## config.mk

```make
export PLATFORM = sky130hd
export DESIGN_NAME = color_stabilizer
export DESIGN_NICKNAME = d
export VERILOG_FILES = /design/src/rtl/color_stabilizer_pkg.sv /design/src/rtl/color_stabilizer_zone_hysteresis.sv /design/src/rtl/color_stabilizer.sv
export SDC_FILE = /design/constraint.sdc
export NUM_CORES = 1
export LEC_CHECK = 0
export CORE_MARGIN = 5
export CORE_UTILIZATION = 30
export CTS_CLUSTER_SIZE = 12
export DETAILED_ROUTE_END_ITERATION = 6
export PLACE_DENSITY = 0.51
export SETUP_SLACK_MARGIN = 0.3
export SYNTH_ARGS = -nofsm -noshare
export SYNTH_HDL_FRONTEND = slang
export SYNTH_HIERARCHICAL = 1
export SYNTH_SLANG_ARGS = --single-unit
```

## constraint.sdc

```tcl
create_clock -name i_clk -period 1.74 [get_ports i_clk]
set_input_delay 0.174 -clock i_clk [delete_from_list [all_inputs] [get_ports i_clk]]
set_output_delay 0.174 -clock i_clk [all_outputs]
set_load 0.05 [all_outputs]
```

## src/rtl/color_stabilizer_pkg.sv

```systemverilog
// Shared color codes and default geometry for the color stabilizer.
package color_stabilizer_pkg;

    localparam int unsigned NUM_ZONES_DEF   = 9;
    localparam int unsigned COLOR_W_DEF     = 3;
    localparam int unsigned HOLD_FRAMES_DEF = 4;
    localparam int unsigned CNT_W_DEF       = 4;

    typedef enum logic [2:0] {
        COLOR_NONE   = 3'd0,
        COLOR_RED    = 3'd1,
        COLOR_GREEN  = 3'd2,
        COLOR_BLUE   = 3'd3,
        COLOR_YELLOW = 3'd4
    } color_e;

    // Codes at or above this value are not real colors and read as COLOR_NONE.
    localparam int unsigned COLOR_NUM_CODES = 5;

endpackage

```

## src/rtl/color_stabilizer_zone_hysteresis.sv

```systemverilog
// Single-zone hysteresis: a new color is committed only after HOLD_FRAMES agreeing frames.
module zone_hysteresis #(
    parameter int unsigned COLOR_WIDTH = 3,
    parameter int unsigned CNT_WIDTH   = 4,
    parameter int unsigned HOLD_FRAMES = 4
) (
    input  logic                   i_clk,
    input  logic                   i_rst,
    input  logic                   i_flush,
    input  logic                   i_frame,
    input  logic [COLOR_WIDTH-1:0] i_color,
    output logic [COLOR_WIDTH-1:0] o_committed,
    output logic                   o_changed
);

    localparam int unsigned CW1 = CNT_WIDTH + 1;

    logic [COLOR_WIDTH-1:0] committed_q, committed_d;
    logic [COLOR_WIDTH-1:0] cand_q, cand_d;
    logic [CNT_WIDTH-1:0]   cnt_q, cnt_d;
    logic                   changed_q, changed_d;
    logic                   hold_reached;

    assign hold_reached = (CW1'(cnt_q) + CW1'(1)) >= CW1'(HOLD_FRAMES);

    always_comb begin
        committed_d = committed_q;
        cand_d      = cand_q;
        cnt_d       = cnt_q;
        changed_d   = 1'b0;
        if (i_flush) begin
            cand_d = '0;
            cnt_d  = '0;
        end else if (i_frame) begin
            if (i_color == committed_q) begin
                cand_d = i_color;
                cnt_d  = '0;
            end else if (i_color == cand_q) begin
                if (hold_reached) begin
                    committed_d = i_color;
                    cnt_d       = '0;
                    changed_d   = 1'b1;
                end else begin
                    cnt_d = cnt_q + CNT_WIDTH'(1);
                end
            end else begin
                cand_d = i_color;
                cnt_d  = CNT_WIDTH'(1);
                // A single agreeing frame is enough when the hold is one frame.
                if (HOLD_FRAMES == 1) begin
                    committed_d = i_color;
                    cnt_d       = '0;
                    changed_d   = 1'b1;
                end
            end
        end
    end

    always_ff @(posedge i_clk) begin
        if (i_rst) begin
            committed_q <= '0;
            cand_q      <= '0;
            cnt_q       <= '0;
            changed_q   <= 1'b0;
        end else begin
            committed_q <= committed_d;
            cand_q      <= cand_d;
            cnt_q       <= cnt_d;
            changed_q   <= changed_d;
        end
    end

    assign o_committed = committed_q;
    assign o_changed   = changed_q;

endmodule

```

## src/rtl/color_stabilizer.sv

```systemverilog
// Per-zone temporal hysteresis on detected colors, plus a frame counter gating o_valid.
module color_stabilizer
    import color_stabilizer_pkg::*;
#(
    parameter int unsigned NUM_ZONES   = NUM_ZONES_DEF,
    parameter int unsigned COLOR_WIDTH = COLOR_W_DEF,
    parameter int unsigned HOLD_FRAMES = HOLD_FRAMES_DEF,
    parameter int unsigned CNT_WIDTH   = CNT_W_DEF
) (
    input  logic                             i_clk,
    input  logic                             i_rst,
    input  logic                             i_flush,
    input  logic                             i_frame_done,
    input  logic [NUM_ZONES*COLOR_WIDTH-1:0] i_colors,
    output logic [NUM_ZONES*COLOR_WIDTH-1:0] o_colors,
    output logic [NUM_ZONES-1:0]             o_changed,
    output logic                             o_valid
);

    logic                 frame_acc;
    logic [CNT_WIDTH-1:0] frame_cnt_q, frame_cnt_d;
    logic                 valid_q, valid_d;

    // A flush in the same cycle discards the frame.
    assign frame_acc = i_frame_done & ~i_flush;

    always_comb begin
        frame_cnt_d = frame_cnt_q;
        if (frame_acc && (frame_cnt_q < CNT_WIDTH'(HOLD_FRAMES))) begin
            frame_cnt_d = frame_cnt_q + CNT_WIDTH'(1);
        end
        valid_d = valid_q | (frame_cnt_d == CNT_WIDTH'(HOLD_FRAMES));
    end

    always_ff @(posedge i_clk) begin
        if (i_rst) begin
            frame_cnt_q <= '0;
            valid_q     <= 1'b0;
        end else begin
            frame_cnt_q <= frame_cnt_d;
            valid_q     <= valid_d;
        end
    end

    assign o_valid = valid_q;

    for (genvar z = 0; z < NUM_ZONES; z++) begin : g_zone
        logic [COLOR_WIDTH-1:0] raw;
        logic [COLOR_WIDTH-1:0] masked;

        assign raw    = i_colors[z*COLOR_WIDTH +: COLOR_WIDTH];
        assign masked = (raw >= COLOR_WIDTH'(COLOR_NUM_CODES)) ? COLOR_WIDTH'(COLOR_NONE) : raw;

        zone_hysteresis #(
            .COLOR_WIDTH (COLOR_WIDTH),
            .CNT_WIDTH   (CNT_WIDTH),
            .HOLD_FRAMES (HOLD_FRAMES)
        ) u_zone (
            .i_clk       (i_clk),
            .i_rst       (i_rst),
            .i_flush     (i_flush),
            .i_frame     (frame_acc),
            .i_color     (masked),
            .o_committed (o_colors[z*COLOR_WIDTH +: COLOR_WIDTH]),
            .o_changed   (o_changed[z])
        );
    end

endmodule

```

# Yosys cells after proc, flatten, opt, wreduce, memory -nomap -nowiden
# Index checks and enable logic that the tools add are counted.
op_classes:
  reduce_logical: 29
  n_eq_ne: 28
  bitwise: 22
  n_addsub: 19
  muxes: 64
  magnitude_cmp: 19
ops:
  columns: ["operator", "n"]
  rows:
  - ["$mux W4", 28]
  - ["$mux W3", 27]
  - ["$eq A3 B3 Y1", 18]
  - ["$add A4 B1 Y5 const B", 9]
  - ["$ge A5 B3 Y1 const B", 9]
  - ["$reduce_and A5 Y1", 9]
  - ["$reduce_or A5 Y1", 9]
  - ["$add A4 B1 Y4 const B", 10]
  - ["$ge A3 B3 Y1 const B", 9]
  - ["$not A1 Y1", 20]
  - ["$ne A2 B1 Y1 const B", 9]
  - ["$reduce_and A2 Y1", 9]
  - ["$mux W1", 9]
  - ["$eq A4 B3 Y1 const B", 1]
  - ["$lt A4 B3 Y1 const B", 1]
  - ["$reduce_or A2 Y1", 1]
  - ["$and A1 B1 Y1", 1]
  - ["$logic_and A1 B1 Y1", 1]
  - ["$or A1 B1 Y1", 1]
totals:
  inputBits: 31
  elab_cells: 219
  register_bits: 104
  out_inout_bits: 37

# Longest topological paths before layout
# Gate-level depths: netlist of run 1.
logic_depth:
  depth_word: 6
  depth_mapped: 6
  mapped_depth_nobuf: 6

# By module
# The synthesis of run 1 kept the hierarchy.
modules_own_cells:
  columns: ["module", "cells_each", "seq_area_each_um2", "instances", "area_per_inst_um2"]
  rows:
  - ["zone_hysteresis (g_zone[0].u_zone ...)", 61, 220.2, 7, 579.3]
  - ["zone_hysteresis (g_zone[7].u_zone ...)", 56, 220.2, 2, 554.3]
  - ["color_stabilizer", 49, 100.1, 1, 417.9]

# Worst setup path after synthesis of run 1
# OpenSTA, ideal clock, no wires.
synth_path:
  path_kind: "input to register"
  startpoint: "in i_flush"
  endpoint: "reg g_zone[7].u_zone.committed_q[2]"
  path_buffers: 1
  setup_time_ns: 0.072
  arrival_time_ns: 1.519
  required_ns: 1.668
  path_slack_ns: 0.149
  path_stages: 4
  path_cell_list: "and2b_2 -> clkbuf_1 -> and4bb_4 -> mux2i_1"
synth_via:
  elab_chain_len: 3
synth_rtl:
  columns: ["item", "line_no", "rtl"]
  rows:
  - ["start, declared", "color_stabilizer.sv:12", "input logic i_flush,"]
  - ["$not A1 Y1 (no line) *", null, null]
  - ["$and A1 B1 Y1", "color_stabilizer.sv:25", "assign frame_acc = i_frame_done & ~i_flush;"]
  - ["$reduce_and A5 Y1 (no line) *", null, null]
  - ["end signal, assigned", "color_stabilizer_zone_hysteresis.sv:66", "committed_q <= committed_d;"]
  - ["end, declared", "color_stabilizer_zone_hysteresis.sv:18", "logic [COLOR_WIDTH-1:0] committed_q, committed_d;"]
# Mark *: on every way between the ends. The rest lies on a longest branch, timed or not.
# A chain may end at the register's enable or synchronous reset.

# Final worst setup path of run 1
layout_path:
  startpoint: "reg g_zone[8].u_zone.committed_q[1]"
  endpoint: "out o_colors[25]"
layout_lines:
  columns: ["item", "line_no", "rtl"]
  rows:
  - ["start, declared", "color_stabilizer_zone_hysteresis.sv:18", null]
  - ["start signal, assigned", "color_stabilizer_zone_hysteresis.sv:66", null]
  - ["end, declared", "color_stabilizer.sv:15", "output logic [NUM_ZONES*COLOR_WIDTH-1:0] o_colors,"]
# No word-level cell between the ends.

==> summary.txt, run 1 <==
Outcome
  • Status: completed

Finish
  • # diodes: 0
  • Fin nets: 801
  • Fillcell total: 1711
  • Synthesis-to-layout area growth: 50.80%
  • Util after Layout: 46.38%
  • Share of layout cells above drive strength 1: 41.80%

Critical path
  • Crit path from: g_zone[8].u_zone/o_committed[1]
  • Crit path cell chain: clkdlybuf4s15_1
  • CP delay by family, top: buffers and inverters
  • R2r startpoint: g_zone[1].u_zone/cnt_q[1]
  • Reg2reg end: g_zone[1].u_zone/cnt_q[0]
  • Worst Path Arrival: 1.24 ns
  • Critical path depth in cells: 1
  • CP Capture Type: output pin
  • Max stage delay on crit path: 0.51 ns
  • Critical path class: reg2out
  • R2R Setup Slk: 0.34 ns
  • R2R depth: 5
  • Slowest CP cell: clkdlybuf4s15_1
  • WP buf/inv: 1
  • Startpoint types: flip-flop
  • CP Data Required Time: 1.57 ns
  • Crit path max fanout: 3
  • Worst setup path end: o_colors[25]

Run
  • Max Cap Viol: 0

Yosys
  • Avg Cell Area, Syn: 9.493 um2
  • Synth Area in Adders: 4.259%
  • Register area share after synthesis: 37.30%
  • Cells after Synth: 588
  • Ys flop type: dfxtp_1
  • Post-synthesis simple-gate area fraction: 29.34%
  • Leading cell types by count after synthesis: dfxtp_1 (104), nand2_1 (58), mux2i_1 (57)
  • Synth Area in Compound Gates: 8.563%
  • Count leader, synth: dfxtp_1
  • EDFF count, synth: 0
  • Yosys warning count: 6
  • Top-area cell type share of the netlist area: 37.30%
  • Post-Syn Nets: 638
  • FF+latch count, synth: 104
  • Syn Std Cell Area: 5582 um2
  • Largest area contributor in the netlist: dfxtp_1
  • Fraction of registers with async set/reset: 0%
  • Mux contribution to synthesized area: 10.22%
  • Synth Area in XOR/XNOR: 8.630%
  • Yosys cell types: 38
  • Largest cells by area after synthesis: dfxtp_1 (37%), mux2i_1 (10%), nand2b_1 (5.5%), xnor2_1 (4.4%), ha_1 (4.3%)
  • Largest family of logic cells by synthesized area: simple AND/OR/NAND/NOR gates

STA
  • Peak Freq: 0.7087 GHz
  • Tcrit/Tclk final: 81.10%
  • Max Slew Vio Count: 0
  • Setup WS post-layout: 0.3289 ns
  • Slew HR: 62.90%
  • Clk_skew: 0.01480 ns
  • RSZ-0062 raised after global routing: yes
  • Setup Viol. Count Final: 0
  • Fin. Hold Viols: 0
  • Setup TNS: 0 ns
  • Tmin final: 1.411 ns
  • Worst-Margin Slew: 0.5564 ns
  • Final hold slack: 0.3075 ns

Die
  • Site Rows: 49
  • Die Y: 146.4 um
  • IO Count: 68
  • Initial Util: 30.76%
  • Chip width: 146.4 um
  • DIE AREA: 21430 um2
  • Core Area: 18150 um2

Pwr
  • Clock power frac: 38.4%
  • Sw power: 1.356 mW
  • Power Dens Cells: 622.1 nW/um2
  • Seq pwr share: 46.0%
  • Worst vdd ir: 589.3 uV
  • Internal Pwr Total: 3.880 mW
  • Combinational share of power: 15.6%
  • Switch share: 25.90%
  • Leakage: 3.392 nW

GRT
  • Vias in the first global route: 4988
  • Initial antenna violation count: 0
  • First-pass GRT wire length: 23400 um
  • GRT Total Usage: 12.81%
  • Total gr overflow: 0
  • Largest net degree at the start of global routing: 27

Placement
  • HPWL after DPL: 9593 um
  • IO buf count: 67
  • RePlAce Congestion: 0.7735
  • Pre-CTS WS: -0.3588 ns

Clock tree
  • Root Driver: clkbuf_16
  • H-Tree Depth: 3
  • CTS max path bufs: 2
  • Clock Sinks: 104
  • Latest clock arrival within the worst-skew pair: 0.35 ns
  • Clock slew at reported path FFs: 0.08 ns
  • Post-CTS Hold Fix Bufs: 0
  • CTS tree: done
  • Inserted Clock Buffers: 9

Drt
  • Routed WL: 13630 um
  • Drt drc: 0
  • Routed vias: 4689
  • Vias/cell: 4.760
  • WL per Instance: 13.84 um
  • Initial detailed-routing violation count: 167
  • Final ANT Viol Nets: 0
  • First drt pass iteration count: 4

Min path
  • Worst Hold Class: in2reg
-- per-stage QoR --
step,power (mW),std cells,cell area [um2]
after floorplan,2.840,588,5657
final,5.236,985,8417
after CTS,5.290,971,7894
after detailed placement,3.141,934,7043
after global placement,3.130,934,7043
after global routing,5.492,985,8417
-- logic make-up (layout without fill, tap and decap cells) --
logic type / after synthesis / count (layout)
AND/OR/NAND/NOR: 273 / 273
flip-flops: 104 / 104
multiplexers: 57 / 57
AO/OA/AOI/OAI: 55 / 55
XOR/XNOR: 55 / 55
buffers and inverters: 25 / 193
adder cells (fa/ha/maj): 19 / 19
-- power groups by stage --
stage                     combinational, mW  clock [mW]  sequential, mW
after floorplan                       0.380           0            2.46
after global placement                0.668           0            2.46
after detailed placement              0.678           0            2.46
after CTS                             0.780        2.10            2.41
after global routing                  0.891        2.19            2.41
final                                 0.818        2.01            2.41
-- worst min-delay path by stage --
stage	start	to	slack, ns	cells past startpoint
floorplan	i_rst	o_valid	0.24	1
global route	i_colors[23]	g_zone[7].u_zone/o_committed[1]	0.33	5
global placement	g_zone[2].u_zone/cand_q[1]	g_zone[2].u_zone/cand_q[1]	0.46	2
CTS	i_flush	g_zone[4].u_zone/cand_q[2]	0.37	3
detailed placement	g_zone[4].u_zone/cand_q[0]	g_zone[4].u_zone/cand_q[0]	0.46	2
finish	i_colors[23]	g_zone[7].u_zone/o_committed[1]	0.31	5
-- registers in the layout (all words and copies together), names as in the netlist --
| name | flops |
|---|---|
| g_zone.u_zone/o_committed | 27 |
| frame_cnt_q | 4 |
| o_valid | 1 |
| g_zone.u_zone/cnt_q | 36 |
| g_zone.u_zone/cand_q | 27 |
| g_zone.u_zone/o_changed | 9 |
-- layout by cell type (no fill, tap or decap), drive strengths merged, types with 19 or more instances in the layout --
master	instances
nor3	44
xor2	27
nand2b	49
xnor2	28
nand2	58
nor2b	19
ha	19
buf	104
nor2	23
dlygate4sd2	34
dfxtp	104
clkbuf	23
mux2i	57
-- per-layer routing --
| layer | GRT usage [%] | up-vias | share of wire (%) |
|---|---|---|---|
| met3 | 1.890 | 12 | 2.3 |
| met1 | 15.18 | 2258 | 44 |
| met4 | 4.657 | 0 | 1.5 |
| met2 | 23.43 | 46 | 52 |
| met5 | 0 | - | 0 |
| li1 | - | 2373 | - |
-- area by class of cell --
cell class                 count  area, um2  area share [%]
clock inverter                 4      27.53          0.3270
timing repair buffer         163       1334           15.85
multi-input combinational    459       4294           51.02
tap                          229      286.5           3.404
clock buffer                  12      266.5           3.166
sequential                   104       2156           25.61
inverter                      14      52.55          0.6243
-- repair_timing --
item | in CTS | in global routing
setup buffers | 21 | 14
setup endpoints to repair | 107 | 65
pin swaps | 43 | 46
resized for setup | 142 | 123
Note: power is estimated with default switching activity, not from simulation.
==> inputs of run 2 (changes only) <==
==> constraint.sdc (replaced) <==
create_clock -name i_clk -period 1.3 [get_ports i_clk]
set_input_delay 0.13 -clock i_clk [delete_from_list [all_inputs] [get_ports i_clk]]
set_output_delay 0.13 -clock i_clk [all_outputs]
set_load 0.05 [all_outputs]
==> summary.txt, run 2 (synthesis results as in run 1) <==
Placement
  • Cell count after placement: 953 (+2.0%)
  • RePlAce Congestion: 0.7651 (-1.1%)
  • IO buf count: 67 (unchanged)
  • HPWL after DPL: 10040 um (+4.7%)
  • Pre-CTS WS: -0.6699 ns (-0.3111 ns)

Clock tree
  • H-Tree Depth: 3 (unchanged)
  • CTS tree: done
  • Latest clock arrival within the worst-skew pair: 0.35 ns (about the same)
  • Clock Sinks: 104 (unchanged)
  • Root Driver: clkbuf_16
  • Inserted Clock Buffers: 9 (unchanged)
  • Clock slew at reported path FFs: 0.07 ns (about the same)
  • CTS max path bufs: 2 (unchanged)

STA
  • Tcrit/Tclk final: 108.1%
  • Peak Freq: 0.7114 GHz
  • Clk_skew: 0.008292 ns (-0.006510 ns)
  • Setup WS post-layout: -0.1058 ns (-0.4347 ns)
  • Setup TNS: -2.848 ns (-2.848 ns)
  • Slew HR: 69.93% (+7.0 points)
  • Worst-Margin Slew: 0.4494 ns (-0.1070 ns)
  • RSZ-0062 raised after global routing: yes
  • Setup Viol. Count Final: 50 (+50)
  • Max Slew Vio Count: 0 (unchanged)
  • Fin. Hold Viols: 0 (unchanged)
  • Tmin final: 1.406 ns

Pwr
  • Combinational share of power: 19.8% (+4.2 points)
  • Leakage: 4.096 nW (+21%)
  • Clock power frac: 38.4% (about the same)
  • Power Dens Cells: 712.9 nW/um2 (+15%)
  • Overall power: 7.483 mW (+43%)
  • Worst vdd ir: 645.7 uV (+9.6%)
  • Switch share: 25.49% (-0.41 points)
  • Sw power: 1.907 mW (+41%)
  • Seq pwr share: 41.9% (-4.1 points)
  • Internal Pwr Total: 5.575 mW (+44%)

Drt
  • Initial detailed-routing violation count: 178 (+6.6%)
  • Routed WL: 15290 um (+12%)
  • Routed vias: 5069 (+8.1%)
  • WL per Instance: 14.41 um (+4.1%)
  • Drt drc: 0 (unchanged)
  • First drt pass iteration count: 4 (unchanged)
  • Final ANT Viol Nets: 0 (unchanged)
  • Vias/cell: 4.778 (+0.36%)

Finish
  • Cell Count, Final, Fillers Out: 1061 (+7.7%)
  • Max FFs per register: 36 (unchanged)
  • Share of layout cells above drive strength 1: 60.34% (+19 points)
  • Util after Layout: 57.84% (+11 points)
  • Most flop-heavy register: g_zone.u_zone/cnt_q
  • Synthesis-to-layout area growth: 88.05%
  • Fin nets: 877 (+9.5%)
  • # diodes: 0 (unchanged)
  • Commonest non-fill, non-tap cell in the layout: buf_4
  • Most frequent cells in the layout: buf_4 (113), mux2i_1 (57), dfxtp_4 (53), nand2_1 (53)

Die
  • DIE AREA: 21430 um2 (unchanged)
  • Core Area: 18150 um2 (unchanged)
  • Site Rows: 49 (unchanged)
  • Chip width: 146.4 um (unchanged)
  • Die Y: 146.4 um (unchanged)
  • IO Count: 68 (unchanged)
  • Initial Util: 30.76% (unchanged)

Outcome
  • Status: finished with violations
  • Failing checks: negative setup slack

Critical path
  • WP buf/inv: 1 (unchanged)
  • CP Data Required Time: 1.57 ns (about the same)
  • R2r startpoint: g_zone[2].u_zone/cnt_q[0]
  • Max stage delay on crit path: 0.37 ns (-0.14 ns)
  • R2R depth: 6 (+1)
  • CP Capture Type: flip-flop
  • Reg2reg end: g_zone[2].u_zone/o_committed[1]
  • Worst Path Arrival: 1.67 ns (+0.43 ns)
  • CP delay by family, top: flip-flops
  • Slowest CP cell: dfxtp_4
  • Crit path cell chain: ha_4 > a211oi_4 > buf_6 > nor3_4 > nand3_2 > mux2i_1
  • Critical path class: reg2reg
  • Crit path max fanout: 3 (unchanged)
  • Startpoint types: flip-flop
  • R2R Setup Slk: -0.11 ns (-0.45 ns)

GRT
  • Vias in the first global route: 5239 (+5.0%)
  • Total gr overflow: 0 (unchanged)
  • First-pass GRT wire length: 24780 um (+5.9%)
  • Initial antenna violation count: 0 (unchanged)
  • Largest net degree at the start of global routing: 33 (+22%)
  • GRT Total Usage: 13.65% (+0.84 points)

Min path
  • Worst Hold Class: in2reg
  • WHS Endpoint: g_zone[6].u_zone/cand_q[2]
  • WHS Path Cells: 3 (-2)
  • Hold_sp: i_rst

Run
  • Max Cap Viol: 0 (unchanged)
## run 2: cell types whose count changed in the layout (fill, tap and decap cells not counted), sizes merged
| cell | change |
|---|---|
| buf | +107 |
| bufinv | +2 |
| clkbuf | -6 |
| clkdlybuf4s15 | +5 |
| clkinv | -2 |
| dlygate4sd2 | -27 |
| dlymetal6s2s | -3 |
## run 2: worst max path at each step
stage,cells after the start,slack (ns),from,end
2_1_floorplan,4,-0.10,i_flush,g_zone[7].u_zone/o_committed[0]
3_3_place_gp,6,-0.56,i_colors[9],g_zone[3].u_zone/o_committed[2]
3_5_place_dp,7,-0.67,i_colors[25],g_zone[8].u_zone/o_committed[0]
4_1_cts,5,-0.08,g_zone[2].u_zone/cnt_q[0],g_zone[2].u_zone/cnt_q[1]
5_1_grt,6,-0.18,g_zone[4].u_zone/cnt_q[0],g_zone[4].u_zone/o_committed[2]
6_report,6,-0.11,g_zone[2].u_zone/cnt_q[0],g_zone[2].u_zone/o_committed[1]
## run 2: per-layer routing
layer / part of all wire, % / GRT usage (%) / vias up
met2: 52 / 23.78 / 75
met1: 44 / 17.11 / 2444
met5: 0 / 0 / -
met3: 2.9 / 2.231 / 15
met4: 1.4 / 4.751 / 0
li1: - / - / 2535
## run 2: final cells by class
| cell class | instances | area, um2 |
|---|---|---|
| fill | 1501 | 7651 |
| multi-input combinational | 459 | 4897 |
| timing repair buffer | 239 | 2636 |
| sequential | 104 | 2318 |
| tap | 229 | 286.5 |
| clock buffer | 12 | 236.5 |
| clock inverter | 4 | 68.82 |
| inverter | 14 | 52.55 |
## run 2: power groups by stage
stage | clock network [mW] | registers (mW) | logic (mW)
5_1_grt | 3.11 | 3.13 | 1.59
3_3_place_gp | 0 | 3.25 | 0.971
6_report | 2.87 | 3.13 | 1.48
4_1_cts | 2.99 | 3.15 | 1.30
3_5_place_dp | 0 | 3.25 | 0.989
2_1_floorplan | 0 | 3.24 | 0.551
## run 2: tightest hold or removal path: cells and delay by family
family | cells | cell delay, ns
buffers and inverters | 2 | 0.30
and+or+nand+nor | 1 | 0.05
## run 2: through the flow
stage / hold WS (ns) / instance area [um2]
after global routing: 0.1656 / 10500
after floorplan: 0.1873 / 6163
after CTS: 0.1353 / 9612
after detailed placement: 0.4611 / 8083
after global placement: 0.4557 / 8083
final: 0.1655 / 10500
## run 2: timing repair
item                                    in CTS  in global routing
buffers inserted                            45                 44
pin swaps                                   90                 69
hold buffers                                 0                  0
cloned                                       1                  2
resized for setup                          231                 99
endpoints found under the setup margin     132                119
